### src/rtl/adder_arbiter.sv
// Round-robin arbiter sharing one registered 8-bit adder among N_REQ requesters.
// Accept-to-response latency ADDER_LAT+1 clocks; a stalled response blocks all new grants.
module adder_arbiter #(
  parameter int N_REQ     = 4,
  parameter int ID_W      = 2,
  parameter int ADDER_LAT = 1
) (
  input  logic                 clk,
  input  logic                 rst_n,
  input  logic [N_REQ-1:0]     req_valid,
  input  logic [8*N_REQ-1:0]   req_a,
  input  logic [8*N_REQ-1:0]   req_b,
  output logic [N_REQ-1:0]     req_ready,
  output logic [7:0]           A,
  output logic [7:0]           B,
  input  logic [7:0]           sum,
  input  logic                 carry,
  output logic                 rsp_valid,
  input  logic                 rsp_ready,
  output logic [ID_W-1:0]      rsp_id,
  output logic [7:0]           rsp_sum,
  output logic                 rsp_carry,
  output logic                 busy
);

  typedef enum logic [1:0] {IDLE, WAIT, RESP} state_t;

  state_t          state, state_nxt;
  logic [ID_W-1:0] ptr, ptr_inc, op_id;
  logic [2:0]      cnt;
  logic            grant_vld, accept, capture;
  logic [ID_W-1:0] grant_idx;
  logic [ID_W:0]   idx_w;
  logic [7:0]      sel_a, sel_b;

  // Scan offsets high-to-low so the nearest valid requester at or after ptr wins.
  always_comb begin
    grant_vld = 1'b0;
    grant_idx = '0;
    idx_w     = '0;
    for (int k = N_REQ - 1; k >= 0; k--) begin
      idx_w = {1'b0, ptr} + (ID_W+1)'(k);
      if (idx_w >= (ID_W+1)'(N_REQ))
        idx_w = idx_w - (ID_W+1)'(N_REQ);
      if (req_valid[idx_w[ID_W-1:0]]) begin
        grant_vld = 1'b1;
        grant_idx = idx_w[ID_W-1:0];
      end
    end
  end

  always_comb begin
    sel_a = '0;
    sel_b = '0;
    for (int i = 0; i < N_REQ; i++) begin
      if (grant_idx == ID_W'(i)) begin
        sel_a = req_a[8*i +: 8];
        sel_b = req_b[8*i +: 8];
      end
    end
  end

  assign ptr_inc = (grant_idx == ID_W'(N_REQ - 1)) ? '0 : grant_idx + 1'b1;

  always_comb begin
    state_nxt = state;
    req_ready = '0;
    accept    = 1'b0;
    capture   = 1'b0;
    case (state)
      IDLE: begin
        // Gated by reset so no grant is advertised while the block is held in reset.
        if (grant_vld && rst_n) begin
          for (int i = 0; i < N_REQ; i++)
            req_ready[i] = (grant_idx == ID_W'(i));
          accept    = 1'b1;
          state_nxt = WAIT;
        end
      end
      WAIT: begin
        if (cnt == 3'd0) begin
          capture   = 1'b1;
          state_nxt = RESP;
        end
      end
      RESP: begin
        if (rsp_ready)
          state_nxt = IDLE;
      end
      default: state_nxt = IDLE;
    endcase
  end

  always_ff @(posedge clk or negedge rst_n) begin
    if (!rst_n)
      state <= IDLE;
    else
      state <= state_nxt;
  end

  always_ff @(posedge clk or negedge rst_n) begin
    if (!rst_n) begin
      A         <= '0;
      B         <= '0;
      ptr       <= '0;
      op_id     <= '0;
      cnt       <= '0;
      rsp_valid <= 1'b0;
      rsp_id    <= '0;
      rsp_sum   <= '0;
      rsp_carry <= 1'b0;
    end else begin
      if (accept) begin
        A     <= sel_a;
        B     <= sel_b;
        op_id <= grant_idx;
        ptr   <= ptr_inc;
        cnt   <= 3'(ADDER_LAT);
      end else if (state == WAIT && cnt != 3'd0) begin
        cnt <= cnt - 3'd1;
      end
      if (capture) begin
        rsp_valid <= 1'b1;
        rsp_id    <= op_id;
        rsp_sum   <= sum;
        rsp_carry <= carry;
      end else if (state == RESP && rsp_ready) begin
        rsp_valid <= 1'b0;
      end
    end
  end

  assign busy = (state != IDLE);

endmodule

### config.mk
export PLATFORM = sky130hd
export DESIGN_NAME = adder_arbiter
export DESIGN_NICKNAME = d
export VERILOG_FILES = /design/src/rtl/adder_arbiter.sv
export SDC_FILE = /design/constraint.sdc
export NUM_CORES = 1
export LEC_CHECK = 0
export ABC_AREA = 1
export CORE_MARGIN = 2
export CORE_UTILIZATION = 42
export DETAILED_ROUTE_END_ITERATION = 7
export PLACE_DENSITY = 0.82
export SYNTH_ARGS = -nofsm -noshare
export SYNTH_HDL_FRONTEND = slang
export SYNTH_SLANG_ARGS = --single-unit
### constraint.sdc
create_clock -name clk -period 2.9 [get_ports clk]
set_clock_uncertainty 0.05 [all_clocks]
set_input_delay 0.58 -clock clk [delete_from_list [all_inputs] [get_ports clk]]
set_output_delay 0.58 -clock clk [all_outputs]
set_load 0.03 [all_outputs]
=== Word-level counts from Yosys, hierarchy flattened ===
Index checks and enable logic that the tools add are counted.

* Input port bits: 80
* Logic and storage cells: 89
* Flip-flop bits (word level): 37
* Output and inout port bits: 33

* Muxes and demuxes: 43
* Equality and inequality tests: 8
* Reduce and logical (&&, ||, !) cells: 11
* Add/sub/neg operators: 9
* $lt $le $gt $ge: 8

{| class="wikitable"
|+ Operators by type and width
! operator !! count
|-
| $mux W8 || 8
|-
| $mux W2 || 12
|-
| $mux W1 || 14
|-
| $lt A2 B3 Y1 const B || 4
|-
| $ge A3 B3 Y1 const B || 3
|-
| $bmux W1 S2 || 4
|-
| $mux W4 || 2
|-
| $sub A2 B1 Y2 const B || 4
|-
| $add A2 B2 Y3 const B || 2
|-
| $eq A2 B2 Y1 const B || 3
|-
| $mux W3 || 2
|-
| $ne A2 B2 Y1 const B || 3
|-
| $pmux W2 S3 || 1
|-
| $reduce_bool A2 Y1 || 3
|-
| $eq A2 B1 Y1 const B || 2
|-
| $logic_not A2 Y1 || 2
|-
| $add A2 B1 Y3 const B || 1
|-
| $ge A2 B3 Y1 const B || 1
|-
| $logic_and A1 B1 Y1 || 3
|-
| $logic_not A3 Y1 || 1
|-
| $reduce_and A3 Y1 || 1
|-
| $reduce_bool A3 Y1 || 1
|-
| $sub A3 B1 Y3 const B || 1
|-
| $add A2 B1 Y2 const B || 1
|}

=== Depth between registers and ports, before layout ===
* Depth after elaboration: 14
* Gate-level depth with buffers: 21
* Depth with buffers taken out: 18

=== Worst setup path before layout ===
OpenSTA, ideal clock, no wires.

* Path type: input to output
* From: in req_valid[1]
* To: out req_ready[1]
* Required time: 2.270 ns
* Stages: 14
* Setup slack: -0.021 ns
* Path buffers: 2
* Arrival time: 2.291 ns
* Path through: nand2_1 > nand2_4 > nand2_2 > nand2_1 > inv_2 > nand2_1 > nand3_1 > nand2_1 > inv_1 > ha_1 > buf_4 > clkinv_1 > buf_2 > nor2_1

* Word-level cells in the longest chain between the ends: 9
* Elaborated cells on any way between the ends: 20
* Those cells by class: eq/ne: 1; mux: 18; reduce/logical: 1

{| class="wikitable"
|+ Ends and longest elaborated chain
! what !! line !! text
|-
| start, declared || 10 || <nowiki>input logic [N_REQ-1:0] req_valid,</nowiki>
|-
| $bmux W1 S2 || 45 || <nowiki>if (req_valid[idx_w[ID_W-1:0]]) begin</nowiki>
|-
| $mux W1 (implied by the code) || 45 ||
|-
| $mux W2 (3 in a row) || 45 ||
|-
| $mux W2 * || 45 ||
|-
| named net grant_idx[0] || 32 || <nowiki>logic [ID_W-1:0] grant_idx;</nowiki>
|-
| $eq A2 B1 Y1 * || 75 || <nowiki>req_ready[i] = (grant_idx == ID_W'(i));</nowiki>
|-
| $mux W4 * || 73 || <nowiki>if (grant_vld && rst_n) begin</nowiki>
|-
| $mux W4 * || 70 || <nowiki>case (state)</nowiki>
|-
| end, declared || 13 || <nowiki>output logic [N_REQ-1:0] req_ready,</nowiki>
|}

The timed path passes the listed nets; every way through them passes the cells marked *. The select of a mux whose other input is x is not followed.

=== Worst setup path after layout ===
* From: reg ptr[1]
* To: out req_ready[3]

* Word-level cells in the longest chain between the ends: 12
* Elaborated cells on any way between the ends: 35
* Those cells by class: add/sub: 7; order compare: 4; eq/ne: 1; mux: 22; reduce/logical: 1

{| class="wikitable"
|+ Ends and longest elaborated chain
! what !! line !! text
|-
| start, declared || 29 || <nowiki>logic [ID_W-1:0] ptr, ptr_inc, op_id;</nowiki>
|-
| start signal, assigned || 117 || <nowiki>ptr <= ptr_inc;</nowiki>
|-
| $add A2 B2 Y3 || 42 || <nowiki>idx_w = {1'b0, ptr} + (ID_W+1)'(k);</nowiki>
|-
| $ge A3 B3 Y1 or $sub A2 B1 Y2 (tied branches) || 43, 44 ||
|-
| $mux W2 || 43 || <nowiki>if (idx_w >= (ID_W+1)'(N_REQ))</nowiki>
|-
| $bmux W1 S2 || 45 ||
|-
| $mux W1 (implied by the code) || 45 ||
|-
| $mux W2 (3 in a row) || 45 ||
|-
| $mux W2 * || 45 ||
|-
| named net grant_idx[1] || 32 ||
|-
| $eq A2 B2 Y1 * || 75 ||
|-
| $mux W4 * || 73 ||
|-
| $mux W4 * || 70 ||
|}

Marks and branches as above.

==> metrics.json <==
{
  "port_buffers": 112,
  "remaining_drc_errors": 0,
  "syn-mean-instance-area_um2": 8.16,
  "initial_core_utilization_pct": 43.6,
  "timing.final.crit_period_ps": 2760,
  "cts.sinks": 37,
  "reg2reg_to": "B[2]",
  "synth_fp_nets": 382,
  "detail-route-antenna-nets": 0,
  "finalInstanceArea_um2": 3880,
  "final.fill_count": 431,
  "mappedNetlistArea_um2": 2420,
  "grt_first_pass_wirelength_um": 11100,
  "ys_seq_elements": 37,
  "global_route.usage.met1_pct": 26.0,
  "grt_max_degree": 38,
  "seq_power_share_pct": 17.2,
  "synthToLayoutAreaGrowth_pct": 60.6,
  "clkSlewWorstSetupHoldPaths_ps": 80,
  "die-area_um2": 6380,
  "clock_insertion_delay_worst_skew_ps": 290,
  "grt_pass1_vias": 2397,
  "kind_of_capture_point_of_the_worst_setup_path": "output pin",
  "hold_viol_final": 0,
  "place.detailed.hpwl_um": 5130,
  "die_h_um": 79.8,
  "groute.layer.met3.usage_pct": 4.41,
  "p_int_w": 0.00265,
  "crit_family": "simple AND/OR/NAND/NOR gates",
  "power.ir.vdd_worst_v": 0.000713,
  "critPathMaxStageDelay_ps": 430,
  "yosys_warnings": 0,
  "min_path_type": "in2async",
  "comb_power_share_pct": 74.5,
  "synth_top_cell_by_area": "sky130_fd_sc_hd__dfrtp_1",
  "path_class": "reg2out",
  "power_switching_share_pct": 51.3,
  "yosysTopAreaCellShare_pct": 38.3,
  "largest_fanout_of_any_net_on_the_critical_path": 5,
  "clock-root-buffer": "sky130_fd_sc_hd__clkbuf_8",
  "cellLeakagePower_nw": 1.85,
  "run_status": "completed",
  "layout.core_utilization_pct": 70.1,
  "reg2reg_slack_ps": 360,
  "num_io_pins": 113,
  "grt.total_usage_pct": 22.1,
  "placementRows": 27,
  "design.core.area_um2": 5540,
  "synthTopCellsByArea": "sky130_fd_sc_hd__dfrtp_1, sky130_fd_sc_hd__nand2_1, sky130_fd_sc_hd__o211ai_2",
  "detailed_route_via_count": 2515,
  "drt-pass1-iter-count": 4,
  "cts_hold_buf": 0,
  "crit_required_ps": 2270,
  "post_synth_num_cell_types": 30,
  "crit_path_top_delay_cell": "sky130_fd_sc_hd__dfrtp_1",
  "initialDrtViolationCount": 99,
  "antenna-diode-count": 0,
  "maxClockFrequency_mhz": 362,
  "clockBufferDepth": 2,
  "tightestPinTransition_ps": 583,
  "clock_tree.htree_level_count": 2,
  "cts_tree": "done",
  "cp_data_arrival_time_ps": 2130,
  "antenna_found_initial": 0,
  "max_slew_violation_total_from_the_final_report": 0,
  "critPathBufInv": 5,
  "viasPerCell": 5.09,
  "timing.critical_path.cells": "inv_1, nand2_1, nand2_1, nand2_2, nand2_2, inv_2, nand2_1, nand2_1, nand2_2, nand2_4, inv_4, ha_1, inv_1, nor2_2, buf_12",
  "drive_gt1_share_pct": 23.5,
  "synth_cells": 296,
  "die_width_um": 79.8,
  "timing.final.setup_violations": 0,
  "nets": 507,
  "drt_wl_total_um": 7170,
  "timing.critical_path.from_type": "register",
  "maxCapViolCount": 0,
  "relSlewSlack_pct": 61.0,
  "busiest_layer_in_global_routing": "met2",
  "worst_path_most_repeated_cell": "sky130_fd_sc_hd__nand2_1",
  "gp_congestion": 0.867,
  "rr_worst_depth": 16,
  "post-layout-total-power_w": 0.00544,
  "fin_setup_tns_ps": 0,
  "fin_crit_sh_pct": 95.3,
  "worst_r2r_startpoint": "ptr[0]",
  "gr-usage-met2_pct": 40.6,
  "routed_wire_length_per_instance_um": 14.5,
  "pwr-share-clk_pct": 8.3,
  "grt_residual_overflow": 0,
  "postPlaceCellArea_um2": 3620,
  "number_of_buffers_inserted_during_clock_tree_synthesis": 5,
  "synth_sequential_area_ratio_pct": 38.3,
  "power_density_nw_per_um2": 1400,
  "power.net_switching_w": 0.00279
}
==> per-layer routing <==
metal	up-vias	part of all wire [%]
met5	-	0
li1	1215	-
met1	1196	40
met2	86	52
met3	18	6.1
met4	0	2.4
==> synth_stat cells (all sizes together) <==
master and instances:
buf 14, nor3b 1, xnor2 1, clkinv 1, dfrtp 37, ha 6, a21oi 17, clkbuf 3
inv 21, o22ai 1, nor2 9, nand2 113, o21ai 21, nand3 23, o211ai 16, mux2 11
o31ai 1
==> worst register-to-register path: stages, from the launching register on <==
cell and delay [ps]:
sky130_fd_sc_hd__dfrtp_2 500, sky130_fd_sc_hd__inv_6 120, sky130_fd_sc_hd__nand2_2 70, sky130_fd_sc_hd__nand2_4 80, sky130_fd_sc_hd__nand2_2 50, sky130_fd_sc_hd__nand2_1 90, sky130_fd_sc_hd__inv_2 60, sky130_fd_sc_hd__nand2_1 70
sky130_fd_sc_hd__nand3_2 100, sky130_fd_sc_hd__nand2_4 130, sky130_fd_sc_hd__inv_2 70, sky130_fd_sc_hd__ha_1 200, sky130_fd_sc_hd__inv_1 90, sky130_fd_sc_hd__buf_4 370, sky130_fd_sc_hd__nand2_1 160, sky130_fd_sc_hd__o211ai_2 110
sky130_fd_sc_hd__nand2_1 100
==> state kept, by name, indices dropped and copies added (netlist names) <==
register	cells
A	8
ptr	2
state	2
cnt	3
rsp_sum	8
B	8
rsp_valid	1
rsp_id	2
rsp_carry	1
op_id	2
==> cell families (layout without fill, tap and decap cells) <==
kind of cell / count (synthesis) / in the layout / share of synthesized area, %
AO/OA/AOI/OAI: 56 / 56 / 17.0
AND/OR/NAND/NOR: 146 / 146 / 27.1
buffers and inverters: 39 / 165 / 8.91
XOR/XNOR: 1 / 1 / 0.363
multiplexers: 11 / 11 / 5.13
adder cells (fa/ha/maj): 6 / 6 / 3.11
flip-flops: 37 / 37 / 38.3
==> power groups by stage <==
| stage | combinational, W | clock (W) | sequential (W) |
|---|---|---|---|
| detailed placement | 0.00373 | 0 | 0.000934 |
| CTS | 0.00383 | 0.000465 | 0.000926 |
| global route | 0.00444 | 0.000493 | 0.000965 |
| floorplan | 0.00229 | 0 | 0.00127 |
| global placement | 0.00364 | 0 | 0.000925 |
| finish | 0.00405 | 0.000453 | 0.000935 |
==> how the worst max path moves through the flow <==
stage	from	to	slack, ps	cells after the start
6_report	ptr[1]	req_ready[3]	140	15
5_1_grt	ptr[1]	req_ready[3]	-5	15
4_1_cts	req_valid[1]	req_ready[0]	0.2	13
3_5_place_dp	req_valid[2]	A[4]	-140	18
3_3_place_gp	req_valid[2]	req_ready[1]	-40	13
2_1_floorplan	req_valid[2]	req_ready[0]	10	13
==> area by class of cell <==
class                   instances  area [µm²]  area share [%]
clock buffers                   5        68.8            1.77
clock inverters                 3        46.3            1.19
inverters                      22        92.6            2.39
multi-input cells             220        1360            34.9
flip-flops and latches         37         927            23.9
well taps                      72        90.1            2.32
repair buffers                135        1300            33.5
==> cells in the final DEF, fill, tap and decap left out, drive strengths merged <==
cell type and n:
dfrtp 37, xnor2 1, o22ai 1, inv 21, clkbuf 5, nor3b 1
dlymetal6s2s 3, clkinvlp 1, o211ai 16, bufinv 1, nand3 23, clkdlybuf4s50 103
clkinv 2, nor2 9, a21oi 17, mux2 11, buf 28, dlygate4sd2 1
ha 6, o21ai 21, o31ai 1, nand2 113
==> stage by stage <==
stage | instances | hold WS [ps] | worst slack, ps
after floorplan | 296 | 234 | 9.57
after global placement | 479 | 413 | -39.5
after detailed placement | 479 | 418 | -138
after CTS | 490 | 345 | 0.239
after global routing | 494 | 367 | -4.95
final | 494 | 336 | 136
==> what timing repair did <==
item | CTS | global route
gates cloned | 0 | 0
pin swaps | 5 | 12
endpoints found under the hold margin | 0 | 0
gates resized for setup | 10 | 17
endpoints found under the setup margin | 4 | 4
buffers inserted | 3 | 4
No activity file was read; power rests on OpenSTA's default activity.
